$ cat src/rtl/speicher_arbiter.sv
// -----------------------------------------------------------------------------
// speicher_arbiter
//
// Shares one single-ported memory between KANAELE requesters (channel 0 is
// instruction fetch, channel 1 data load/store, further channels optional).
// In FREI one requesting channel is picked, either by fixed priority (lowest
// index) or round-robin starting after the channel granted last. Its address,
// write data and direction are registered. In AKTIV exactly one memory strobe
// is held until SpeicherFertig or a timeout. ABSCHLUSS is a one-cycle gap that
// carries the Fertig/Fehler pulse and grants nothing, so a request that is
// still high while its completion is signalled is not served twice.
//
// Ports
//   Clock              rising-edge clock
//   Reset              asynchronous reset, active-low
//   Lesen              per-channel read request (level)
//   Schreiben          per-channel write request (level, wins over Lesen)
//   Adresse            per-channel address, channel i at [i*ADRESSBREITE +: ADRESSBREITE]
//   DatenSchreiben     per-channel write data, sliced the same way
//   DatenGelesen       last read value, valid while a read's Fertig bit is high
//   Fertig             per-channel one-cycle completion pulse
//   Fehler             per-channel one-cycle timeout pulse
//   SpeicherLesen      memory read strobe
//   SpeicherSchreiben  memory write strobe
//   SpeicherAdresse    memory address
//   SpeicherDatenRaus  memory write data
//   SpeicherDatenRein  memory read data
//   SpeicherFertig     memory completion pulse
// -----------------------------------------------------------------------------
module speicher_arbiter #(
    parameter int DATENBREITE  = 32,
    parameter int ADRESSBREITE = 32,
    parameter int KANAELE      = 2,
    parameter int MODUS        = 1,
    parameter int ZEITLIMIT    = 255
) (
    input  logic                            Clock,
    input  logic                            Reset,
    input  logic [KANAELE-1:0]              Lesen,
    input  logic [KANAELE-1:0]              Schreiben,
    input  logic [KANAELE*ADRESSBREITE-1:0] Adresse,
    input  logic [KANAELE*DATENBREITE-1:0]  DatenSchreiben,
    output logic [DATENBREITE-1:0]          DatenGelesen,
    output logic [KANAELE-1:0]              Fertig,
    output logic [KANAELE-1:0]              Fehler,
    output logic                            SpeicherLesen,
    output logic                            SpeicherSchreiben,
    output logic [ADRESSBREITE-1:0]         SpeicherAdresse,
    output logic [DATENBREITE-1:0]          SpeicherDatenRaus,
    input  logic [DATENBREITE-1:0]          SpeicherDatenRein,
    input  logic                            SpeicherFertig
);

    localparam int KW = (KANAELE > 1) ? $clog2(KANAELE) : 1;
    // One extra bit so letzter + 1 + offset cannot overflow before the wrap.
    localparam int IW = KW + 1;
    localparam int CW = 16;

    localparam logic [1:0] FREI      = 2'd0;
    localparam logic [1:0] AKTIV     = 2'd1;
    localparam logic [1:0] ABSCHLUSS = 2'd2;

    logic [1:0]              state;
    logic [KW-1:0]           gewinner;
    logic [KW-1:0]           letzter;
    logic                    schreib_richtung;
    logic [ADRESSBREITE-1:0] adresse_reg;
    logic [DATENBREITE-1:0]  daten_reg;
    logic [DATENBREITE-1:0]  gelesen_reg;
    logic [CW-1:0]           warte_zaehler;
    logic [KANAELE-1:0]      fertig_reg;
    logic [KANAELE-1:0]      fehler_reg;

    logic [KANAELE-1:0]      anfrage;
    logic [IW-1:0]           such_idx;
    logic [KW-1:0]           kandidat;
    logic                    kandidat_gueltig;

    assign anfrage = Lesen | Schreiben;

    // Winner search: walk all channels once, starting at 0 (fixed priority)
    // or at letzter+1 with wrap-around (round-robin); first requester wins.
    always_comb begin
        kandidat         = '0;
        kandidat_gueltig = 1'b0;
        such_idx         = '0;
        for (int off = 0; off < KANAELE; off++) begin
            if (MODUS == 0) begin
                such_idx = IW'(off);
            end else begin
                such_idx = {1'b0, letzter} + IW'(off) + IW'(1);
                if (such_idx >= IW'(KANAELE)) begin
                    such_idx = such_idx - IW'(KANAELE);
                end
            end
            if (!kandidat_gueltig && anfrage[such_idx[KW-1:0]]) begin
                kandidat         = such_idx[KW-1:0];
                kandidat_gueltig = 1'b1;
            end
        end
    end

    always_ff @(posedge Clock or negedge Reset) begin
        if (!Reset) begin
            state            <= FREI;
            gewinner         <= '0;
            letzter          <= KW'(KANAELE - 1);
            schreib_richtung <= 1'b0;
            adresse_reg      <= '0;
            daten_reg        <= '0;
            gelesen_reg      <= '0;
            warte_zaehler    <= '0;
            fertig_reg       <= '0;
            fehler_reg       <= '0;
        end else begin
            fertig_reg <= '0;
            fehler_reg <= '0;
            case (state)
                FREI: begin
                    if (kandidat_gueltig) begin
                        gewinner         <= kandidat;
                        letzter          <= kandidat;
                        adresse_reg      <= Adresse[int'(kandidat)*ADRESSBREITE +: ADRESSBREITE];
                        daten_reg        <= DatenSchreiben[int'(kandidat)*DATENBREITE +: DATENBREITE];
                        schreib_richtung <= Schreiben[kandidat];
                        warte_zaehler    <= '0;
                        state            <= AKTIV;
                    end
                end
                AKTIV: begin
                    // Completion is checked first so that a memory answer in
                    // the last allowed cycle still counts as success.
                    if (SpeicherFertig) begin
                        if (!schreib_richtung) begin
                            gelesen_reg <= SpeicherDatenRein;
                        end
                        fertig_reg[gewinner] <= 1'b1;
                        state                <= ABSCHLUSS;
                    end else if (warte_zaehler == CW'(ZEITLIMIT - 1)) begin
                        // This is the ZEITLIMIT-th strobe cycle without answer.
                        fehler_reg[gewinner] <= 1'b1;
                        warte_zaehler        <= warte_zaehler + 1'b1;
                        state                <= ABSCHLUSS;
                    end else begin
                        warte_zaehler <= warte_zaehler + 1'b1;
                    end
                end
                ABSCHLUSS: begin
                    state <= FREI;
                end
                default: begin
                    state <= FREI;
                end
            endcase
        end
    end

    // Strobes decode straight from the state register, so they fall together
    // with the state on completion, timeout and asynchronous reset.
    assign SpeicherLesen     = (state == AKTIV) && !schreib_richtung;
    assign SpeicherSchreiben = (state == AKTIV) &&  schreib_richtung;
    assign SpeicherAdresse   = adresse_reg;
    assign SpeicherDatenRaus = daten_reg;
    assign DatenGelesen      = gelesen_reg;
    assign Fertig            = fertig_reg;
    assign Fehler            = fehler_reg;

endmodule
$ cat config.mk
export PLATFORM = sky130hd
export DESIGN_NAME = speicher_arbiter
export DESIGN_NICKNAME = d
export VERILOG_FILES = /design/src/rtl/speicher_arbiter.sv
export SDC_FILE = /design/constraint.sdc
export NUM_CORES = 1
export LEC_CHECK = 0
export ABC_AREA = 1
export BUFFER_PORTS_ARGS = -buffer_cell sky130_fd_sc_hd__buf_4
export CAP_MARGIN = 40
export CORE_MARGIN = 2
export CORE_UTILIZATION = 47
export DETAILED_ROUTE_END_ITERATION = 8
export PLACE_DENSITY = 0.81
export SYNTH_ARGS = -nofsm -noshare
export SYNTH_HDL_FRONTEND = slang
export SYNTH_SLANG_ARGS = --single-unit
$ cat constraint.sdc
create_clock -name Clock -period 1.4 [get_ports Clock]
set_input_delay 0.28 -clock Clock [delete_from_list [all_inputs] [get_ports Clock]]
set_output_delay 0.28 -clock Clock [all_outputs]
set_load 0.02 [all_outputs]
* Word level (Yosys, flattened, before mapping)
Index checks and enable logic that the tools add are counted.
** Word-level totals
- Input bits :: 167
- Register bits after elaboration :: 121
- Output and inout port bits :: 102
- Logic and storage cells :: 69
** Operators by class
- Add/subtract/negate cells :: 5
- Bitwise logic cells :: 2
- Multiplexer cells :: 26
- Magnitude comparators :: 7
- Shift-type cells :: 2
- Reductions and logical operators :: 12
- Equal/unequal tests :: 5
** Operators with widths (count)
- variable part select 64 x 7 -> 32 bit :: 2
- two-way mux 16 bit :: 2
- case mux 16 bit (2 select lines) :: 1
- adder 16 x 1 -> 16 bit, second input constant :: 1
- equality test 16 x 8 -> 1 bit, second input constant :: 1
- two-way mux 2 bit :: 8
- two-way mux 1 bit :: 13
- < comparator 1 x 2 -> 1 bit, second input constant :: 4
- AND reduction 3 bit :: 2
- >= comparator 2 bit, second input constant :: 2
- logical AND 1 bit :: 4
- != test 2 bit, second input constant :: 2
- case mux 2 bit (2 select lines) :: 1
- AND reduction 2 bit :: 2
- != test 3 bit, second input constant :: 1
- adder 1 x 1 -> 2 bit, second input constant :: 1
- adder 2 x 1 -> 2 bit, second input constant :: 1
- equality test 2 x 1 -> 1 bit, second input constant :: 1
- zero test 1 bit :: 2
- zero test 2 bit :: 1
- OR 2 bit :: 1
- nonzero test 2 bit :: 1
- subtractor 1 bit, second input constant :: 2
- demux 1 bit (select 1 bit) :: 1
- 2 further kinds :: 2

* Longest topological paths before layout
Gate-level depths: netlist (run 1).
- Depth after elaboration :: 11
- Gate-level depth with buffers :: 8
- Depth with buffers taken out :: 8

* Least setup slack after synthesis (run 1)
OpenSTA, ideal clock, no wires.
- Kind :: register to output
- Start :: reg state[1]
- End :: out SpeicherLesen
- Required time :: 1120 ps
- Path buffers :: 1
- Stages on the path, launching flop included :: 5
- Setup slack :: 72 ps
- Arrival :: 1048 ps
- Path through :: dfrtp_1 > nor2_8 > inv_2 > nor2_4 > buf_2
** Between the ends
- Word-level cells in the longest chain between the ends :: 2
** Ends and longest elaborated chain
- start: declaration :: line 63 : logic [1:0] state;
- start signal: assignment :: line 105 : state <= FREI;
- start signal: assignment :: line 127 : state <= AKTIV;
- start signal: assignment :: line 138 : state <= ABSCHLUSS;
- equality test 2 x 1 -> 1 bit :: line 160 : assign SpeicherLesen = (state == AKTIV) && !schreib_richtung;
- logical AND 1 bit :: line 160
- end: declaration :: line 46 : output logic SpeicherLesen,
No other way between the ends.

* Worst setup path after layout (run 1)
- Start :: reg state[1]
- End :: reg adresse_reg[31], in the netlist SpeicherAdresse[31]
** Between the ends
- Word-level cells in the longest chain between the ends :: 2
** Ends and longest elaborated chain
- zero test 2 bit :: line 118 : case (state)
- AND reduction 2 bit (no source line)
- end signal: assignment :: line 123 : adresse_reg <= Adresse[int'(kandidat)*ADRESSBREITE +: ADRESSBREITE];
- end: declaration :: line 67 : logic [ADRESSBREITE-1:0] adresse_reg;
No other way between the ends.
A chain may end at the register's enable or synchronous reset.

==> flow_summary.ini, run 1 <==
[synth]
synth_top_cell_by_area = dfrtp_1
yosys_warnings = 0
synth_xor_area_share_pct = 0.156
synth_fp_nets = 855
synth_enable_flop_cells = 0
syn_inst = 686
synth_top_family_by_area = simple AND/OR/NAND/NOR gates
yosysTopAreaCellShare_pct = 53.3
syn_area_per_cell_um2 = 8.21
synth.most_common_cell = nand2_1
async_reset_ff_share_pct = 100
synth.area.mux_share_pct = 0
synth-simple-area-share_pct = 25.3
ys_ff_latch = 121
synth_cell_types = 30
netlist_area_um2 = 5630
synthTopCellsByCount = nand2_1, a21oi_1, dfrtp_1
ys_seq_area_share_pct = 53.8
synth-compound-area-share_pct = 13.3
synth_fa_ha_area_share_pct = 0.444
synth_flop_cell = dfrtp_1
synth_area_leaders = dfrtp_1, nand2_1, a21oi_1

[global_route]
grt_max_degree = 62
grt_use_total_pct = 28.9
grt_pass1_wl_mm = 29.3
antenna_found_initial = 0
first_global_vias = 5837
gr-total-overflow = 0

[route]
drtPass1Iterations = 5
drc = 0
num_vias = 6464
ant_nets = 0
detail_route.vias_per_cell = 5.61
drt_iter0_markers = 545
detail_route.wl_per_cell_um = 20.2
postRouteWirelength_mm = 23.2

[critical_path]
crit_type = reg -> reg
reg2reg_from = state[1]$_DFFE_PN0P_
crit_fanout = 26
r2r_cells = 6
r2r_setup_slack_ps = -190
startpoint_type = flip-flop
cp.arrival_ps = 1870
endpoint_kind = flip-flop
r2r-end = SpeicherAdresse[31]$_DFFE_PN0P_
cp.required_ps = 1680

[floorplanning]
row_count = 39
die_y_um = 113
die_area_um2 = 12900
initial_utilization_pct = 48.7
placeableCoreArea_um2 = 11600
io_pins = 269
die_w_um = 113

[sta]
finClkSkew_ps = 9.17
finalWorstSetupSlack_ps = -193
finalSetupViolations = 74
rsz0062_at_grt = yes
hold_slack_ps = 94.9
worst_pin_slew_ps = 376
slew_violations = 0
fin_crit_sh_pct = 114
max_freq_mhz = 628
maxSlewHeadroom_pct = 74.9
min_period_ps = 1590
hold_viol = 0
tns_ps = -5840

[power]
peakVddDrop_v = 0.00148
total_power_mw = 22.7
power-per-cell-area_nw_per_um2 = 2320
cellLeakagePower_nw = 4.88

[cells_and_area]
diodes = 0
seq_area_um2 = 3030
multi_input_area_um2 = 2890
drive_above_1_share_pct = 50.7
nets = 1167
synthToLayoutAreaGrowth_pct = 73.4
final_cells = 1152
final_util_pct = 84.5
nFillCells = 648

[placement]
gp_congestion = 0.898
portBuffers = 268
placedCellCount = 1090
hpwl_mm = 12.9

[cts]
path_clk_slew_ps = 50
cts_tree = built
clk_latency_ps = 420
cts.sinks = 121
cts_buffer_depth = 2
numCtsBuffers = 17
cts_root_buf = clkbuf_16
htree_levels = 4

[flow_run]
drv_cap = 0

[hold_path]
min-delay-start = SpeicherDatenRein[6]
hold_class = in -> reg
hold_path_end = DatenGelesen[6]$_DFFE_PN0P_
worstHoldPathCells = 3

[outcome]
failed_checks = negative setup slack
status = complete, but fails checks
==> sequential cells by signal (all words and copies together) (netlist names) <==
register / cells
DatenGelesen: 32
SpeicherAdresse: 32
SpeicherDatenRaus: 32
warte_zaehler: 16
Fehler: 2
Fertig: 2
state: 2
gewinner: 1
letzter: 1
schreib_richtung: 1
==> worst max-delay path: stages, from the launching register on <==
cell and delay, ps:
dfrtp_2 440, nor2_1 140, nand2_2 130, buf_4 190
buf_12 160, a21oi_1 240, a21oi_1 140
==> report_power, final <==
| group | internal [mW] | switching, mW |
|---|---|---|
| combinational | 5.34 | 7.19 |
| sequential | 5.00 | 0.953 |
| clock | 2.66 | 1.54 |
==> timing repair <==
item                                    CTS  global route
hold buffers                              1             0
pin swaps                                 2            43
gates resized for setup                  11           201
endpoints found under the setup margin   13           112
cloned                                    2            17
setup buffers                             4            10
hold endpoints to repair                120             0
==> cells in the final DEF (no fill, tap or decap), types with 2 or more instances in the layout <==
cell | Yosys | routed
inv_1 | 28 | 26
nand4_1 | 10 | 10
dfrtp_1 | 120 | 119
o21ai_2 | 1 | 2
a21oi_4 | 0 | 3
buf_4 | 9 | 290
inv_2 | 4 | 2
clkbuf_8 | 0 | 2
ha_2 | 0 | 2
nor2_1 | 88 | 85
o21ai_4 | 0 | 2
nand3_2 | 0 | 2
a21oi_1 | 134 | 67
nor3_1 | 4 | 2
bufinv_16 | 0 | 2
a21oi_2 | 0 | 64
clkbuf_16 | 0 | 28
o21ai_0 | 5 | 3
nor3_2 | 0 | 2
nor2_2 | 1 | 3
buf_6 | 9 | 9
nand2_2 | 4 | 19
nor2_4 | 1 | 2
clkinv_2 | 0 | 7
buf_12 | 0 | 17
clkinvlp_4 | 0 | 2
nand3_1 | 45 | 43
nand2_4 | 0 | 39
o21ai_1 | 4 | 3
buf_8 | 0 | 2
nand2_1 | 185 | 132
inv_4 | 0 | 2
==> logic make-up (layout without fill, tap and decap cells) <==
family,Yosys count,in the layout
AND/OR/NAND/NOR,343,344
buffers and inverters,72,394
flip-flops,121,121
adder cells (fa/ha/maj),2,2
AO/OA/AOI/OAI,147,147
XOR/XNOR,1,1
==> worst max path at each step <==
stage	from	to	slack, ps
6_report	state[1]$_DFFE_PN0P_	SpeicherAdresse[31]$_DFFE_PN0P_	-190
5_1_grt	state[1]$_DFFE_PN0P_	SpeicherAdresse[31]$_DFFE_PN0P_	-250
4_1_cts	state[1]$_DFFE_PN0P_	SpeicherLesen	-140
3_5_place_dp	Schreiben[0]	SpeicherAdresse[0]$_DFFE_PN0P_	-100
3_3_place_gp	Schreiben[0]	SpeicherDatenRaus[25]$_DFFE_PN0P_	-40
2_1_floorplan	state[1]$_DFFE_PN0P_	SpeicherLesen	70
==> final cells by class <==
cell class / instances / area share [%]
clock buffers: 20 / 4.68
clock inverters: 10 / 1.05
inverters: 32 / 1.37
multi-input cells: 494 / 29.6
flip-flops and latches: 121 / 31.0
well taps: 143 / 1.83
repair buffers: 331 / 30.3
repair inverters: 1 / 0.115
==> routing by layer <==
| layer | track usage, % | vias up | part of all wire (%) |
|---|---|---|---|
| met5 | 0 | - | 0 |
| met4 | 9.76 | 0 | 4.4 |
| met3 | 8.34 | 70 | 9.1 |
| li1 | - | 2873 | - |
| met2 | 51.1 | 443 | 51 |
| met1 | 33.9 | 3078 | 35 |
==> stage by stage <==
stage | setup WS (ps) | cell area [um^2]
after global routing | -245 | 9770
final | -193 | 9770
after floorplan | 72.3 | 5630
after detailed placement | -96.9 | 7950
after global placement | -44.0 | 7950
after CTS | -136 | 8640
Power figures use the tool's default switching activity.
==> run 2, diff against run 1 <==
--- a/config.mk
+++ b/config.mk
@@ -15,3 +15,4 @@
 export SYNTH_ARGS = -nofsm -noshare
 export SYNTH_HDL_FRONTEND = slang
 export SYNTH_SLANG_ARGS = --single-unit
+export TNS_END_PERCENT = 5
==> flow_summary.ini, run 2 (synthesis results as in run 1) <==
[critical_path]
cp.required_ps = 1120
endpoint_kind = output pin
crit_fanout = 4
startpoint_type = flip-flop
crit_type = reg -> out
cp.arrival_ps = 1240

[route]
drt_iter0_markers = 398
num_vias = 5896
drc = 0
detail_route.vias_per_cell = 5.21
postRouteWirelength_mm = 18.3
detail_route.wl_per_cell_um = 16.2
ant_nets = 0
drtPass1Iterations = 8

[placement]
placedCellCount = 1090
place_area_um2 = 7950
hpwl_mm = 12.9
portBuffers = 268
gp_congestion = 0.898

[global_route]
grt_pass1_wl_mm = 28.6
grt_max_degree = 62
antenna_found_initial = 0
first_global_vias = 5727
grt_use_total_pct = 28.2
gr-total-overflow = 0

[cells_and_area]
final_cells = 1131
diodes = 0
nets = 1146
drive_above_1_share_pct = 38.2
synthToLayoutAreaGrowth_pct = 54.9
layout_common_cells = buf_4, nand2_1, a21oi_1, dfrtp_1, nor2_1
layout_commonest_cell = buf_4
design_area_um2 = 8720

[floorplanning]
die_y_um = 113
row_count = 39
placeableCoreArea_um2 = 11600
die_w_um = 113
die_area_um2 = 12900
initial_utilization_pct = 48.7
io_pins = 269

[sta]
finalWorstSetupSlack_ps = -123
fin_crit_sh_pct = 109
slew_violations = 0
max_freq_mhz = 657
rsz0062_at_grt = yes
maxSlewHeadroom_pct = 76.0
hold_viol = 0
tns_ps = -1940
min_period_ps = 1520
worst_pin_slew_ps = 360
finClkSkew_ps = 7.63
finalSetupViolations = 64

[power]
power-per-cell-area_nw_per_um2 = 2300
peakVddDrop_v = 0.00140
cellLeakagePower_nw = 4.45

[cts]
cts.sinks = 121
clk_latency_ps = 420
cts_buffer_depth = 2
htree_levels = 4
numCtsBuffers = 17
cts_tree = built
cts_root_buf = clkbuf_16
path_clk_slew_ps = 50

[outcome]
failed_checks = negative setup slack
status = complete, but fails checks

[hold_path]
hold_class = in -> reg

[flow_run]
drv_cap = 0
==> run 2: cell count changes in the layout (fill, tap and decap cells not counted), moves of 5 or more <==
cell,delta
clkbuf_16,-10
buf_12,-5
nand2_2,-16
a21oi_2,-56
nand2_4,-37
buf_6,-6
a21oi_1,+59
nand2_1,+53
==> run 2: worst paths after layout <==
| kind | startpoint | end | slack (ps) | cells after the start |
|---|---|---|---|---|
| max | state[1]$_DFFE_PN0P_ | SpeicherSchreiben | -120 | 4 |
| min in group asynchronous | Reset | DatenGelesen[17]$_DFFE_PN0P_ | 230 | 2 |
| max reg2reg | state[1]$_DFFE_PN0P_ | warte_zaehler[1]$_DFFE_PN0P_ | -70 | 7 |
| max in group asynchronous | Reset | SpeicherAdresse[4]$_DFFE_PN0P_ | 640 | 3 |
| min | SpeicherDatenRein[6] | DatenGelesen[6]$_DFFE_PN0P_ | 100 | 3 |
| min reg2reg | DatenGelesen[12]$_DFFE_PN0P_ | DatenGelesen[12]$_DFFE_PN0P_ | 470 | 2 |
==> run 2: through the flow <==
stage                     hold slack [ps]  power [mW]  setup slack (ps)  utilization (%)
after global placement                103        15.1             -44.0             68.8
after floorplan                     -15.6        11.2              72.3                -
after CTS                            86.8        19.7              -136             74.2
final                                98.7        20.0              -123             75.4
after detailed placement              102        15.4             -96.9             68.8
after global routing                 87.6        21.2              -181             75.4
==> run 2: routing by layer <==
| metal | global-route usage, % | wire length [um] | vias up | share of wire (%) |
|---|---|---|---|---|
| met4 | 10.6 | 530 | 0 | 2.9 |
| li1 | - | - | 2820 | - |
| met1 | 33.2 | 7070 | 2727 | 39 |
| met3 | 8.71 | 1510 | 49 | 8.3 |
| met2 | 48.6 | 9190 | 300 | 50 |
| met5 | 0 | 0 | - | 0 |
==> run 2: worst max-delay path, cell delays in order (launching register included) <==
cell     delay, ps
dfrtp_2        440
nor2_8         110
inv_4           50
nor2_1          80
buf_4          150
==> run 2: layout make-up <==
class	instances	area, um^2
clock buffer	20	457
clock inverter	10	103
fill	851	2840
inverter	32	129
multi-input combinational	494	2310
sequential	121	3030
tap	143	179
timing repair buffer	311	2520
==> run 2: repair_timing <==
| action | in CTS | in global routing |
|---|---|---|
| setup buffers | 4 | 4 |
| resized for setup | 7 | 27 |
| gates cloned | 0 | 2 |
| hold buffers | 1 | 0 |
| pin swaps | 2 | 5 |
| endpoints found under the setup margin | 13 | 105 |
| hold endpoints to repair | 120 | 0 |
==> run 2: power breakdown <==
part,switching (mW),total (mW),internal (mW)
clock network,1.49,4.15,2.66
logic,5.82,10.0,4.21
registers,0.849,5.85,5.00
==> run 3, diff against run 2 <==
--- a/config.mk
+++ b/config.mk
@@ -10,6 +10,7 @@
 export CAP_MARGIN = 40
 export CORE_MARGIN = 2
 export CORE_UTILIZATION = 47
+export CTS_BUF_LIST = sky130_fd_sc_hd__clkbuf_4 sky130_fd_sc_hd__clkbuf_8 sky130_fd_sc_hd__clkbuf_16
 export DETAILED_ROUTE_END_ITERATION = 8
 export PLACE_DENSITY = 0.81
 export SYNTH_ARGS = -nofsm -noshare
==> flow_summary.ini, run 3 (synthesis results as in run 1) <==
[cts]
cts.sinks = 121
numCtsBuffers = 17
htree_levels = 4
clk_latency_ps = 410
path_clk_slew_ps = 50
cts_root_buf = clkbuf_16
cts_tree = built
cts_buffer_depth = 2

[floorplanning]
row_count = 39
initial_utilization_pct = 48.7
io_pins = 269
die_area_um2 = 12900
placeableCoreArea_um2 = 11600
die_w_um = 113
die_y_um = 113

[critical_path]
crit_fanout = 4
cp.required_ps = 1120
endpoint_kind = output pin
crit_type = reg -> out
startpoint_type = flip-flop
cp.arrival_ps = 1240

[sta]
tns_ps = -1960
max_freq_mhz = 657
hold_viol = 0
finClkSkew_ps = 7.65
maxSlewHeadroom_pct = 75.8
fin_crit_sh_pct = 109
finalSetupViolations = 64
rsz0062_at_grt = yes
worst_pin_slew_ps = 363
hold_slack_ps = 99.0
min_period_ps = 1520
finalWorstSetupSlack_ps = -123
slew_violations = 0

[cells_and_area]
diodes = 0
multi_input_area_um2 = 2310
layout_commonest_cell = buf_4
synthToLayoutAreaGrowth_pct = 55.0
drive_above_1_share_pct = 38.3
final_cells = 1131
nets = 1146
seq_area_um2 = 3030
nFillCells = 851
layout_common_cells = buf_4, nand2_1, a21oi_1, dfrtp_1, nor2_1

[placement]
placedCellCount = 1090
hpwl_mm = 12.9
portBuffers = 268
pre_cts_ws_ps = -96.9
gp_congestion = 0.898

[outcome]
failed_checks = negative setup slack
status = complete, but fails checks

[flow_run]
drv_cap = 0

[power]
peakVddDrop_v = 0.00140
power-per-cell-area_nw_per_um2 = 2300
cellLeakagePower_nw = 4.45

[route]
num_vias = 5877
ant_nets = 0
drt_iter0_markers = 398
drtPass1Iterations = 7
drc = 0
detail_route.vias_per_cell = 5.20
detail_route.wl_per_cell_um = 16.2
postRouteWirelength_mm = 18.3

[global_route]
grt_max_degree = 62
gr-total-overflow = 0
grt_use_total_pct = 28.2
grt_pass1_wl_mm = 28.6
antenna_found_initial = 0
first_global_vias = 5727

[hold_path]
hold_class = in -> reg
[run 3: area by class of cell]
class,count,area share [%]
clock inverters,10,1.18
repair buffers,311,28.8
flip-flops and latches,121,34.7
inverters,32,1.48
multi-input cells,494,26.5
well taps,143,2.05
clock buffers,20,5.28
[run 3: per-stage QoR]
| stage | power (mW) | util (%) | instance area (um^2) |
|---|---|---|---|
| after floorplan | 11.2 | - | 5630 |
| after global placement | 15.1 | 68.8 | 7950 |
| after detailed placement | 15.4 | 68.8 | 7950 |
| after CTS | 19.7 | 74.2 | 8580 |
| after global routing | 21.2 | 75.5 | 8730 |
| final | 20.1 | 75.5 | 8730 |
[run 3: per-layer routing]
layer | track usage [%] | part of all wire, % | wire length (um) | up-vias
met1 | 33.2 | 39 | 7060 | 2730
met4 | 10.6 | 2.7 | 488 | 0
met2 | 48.6 | 50 | 9220 | 289
li1 | - | - | - | 2821
met5 | 0 | 0 | 0 | -
met3 | 8.71 | 8.3 | 1520 | 37
[run 3: timing repair]
item	in CTS	in global routing
setup buffers	4	4
cloned	0	2
pin swaps	2	5
hold buffers	1	0
endpoints found under the setup margin	12	105
endpoints found under the hold margin	120	0
gates resized for setup	7	27
[run 3: path summary, 6_finish.rpt]
path / from / endpoint / slack [ps] / depth (start not counted)
max: state[1]$_DFFE_PN0P_ / SpeicherSchreiben / -120 / 4
min: SpeicherDatenRein[6] / DatenGelesen[6]$_DFFE_PN0P_ / 100 / 3
max reg2reg: state[1]$_DFFE_PN0P_ / warte_zaehler[1]$_DFFE_PN0P_ / -70 / 7
min reg2reg: DatenGelesen[12]$_DFFE_PN0P_ / DatenGelesen[12]$_DFFE_PN0P_ / 470 / 2
max in group asynchronous: Reset / SpeicherAdresse[4]$_DFFE_PN0P_ / 640 / 3
min in group asynchronous: Reset / DatenGelesen[17]$_DFFE_PN0P_ / 230 / 2
[run 3: critical path: stages, from the launching register on]
cell and delay (ps):
dfrtp_2 440, nor2_8 110, inv_4 50, nor2_1 80, buf_4 150
[run 3: power by group]
part           internal, mW  switching, mW  total, mW
combinational          4.21           5.82       10.0
clock                  2.68           1.49       4.17
sequential             5.00          0.849       5.85
total                  11.9           8.16       20.1
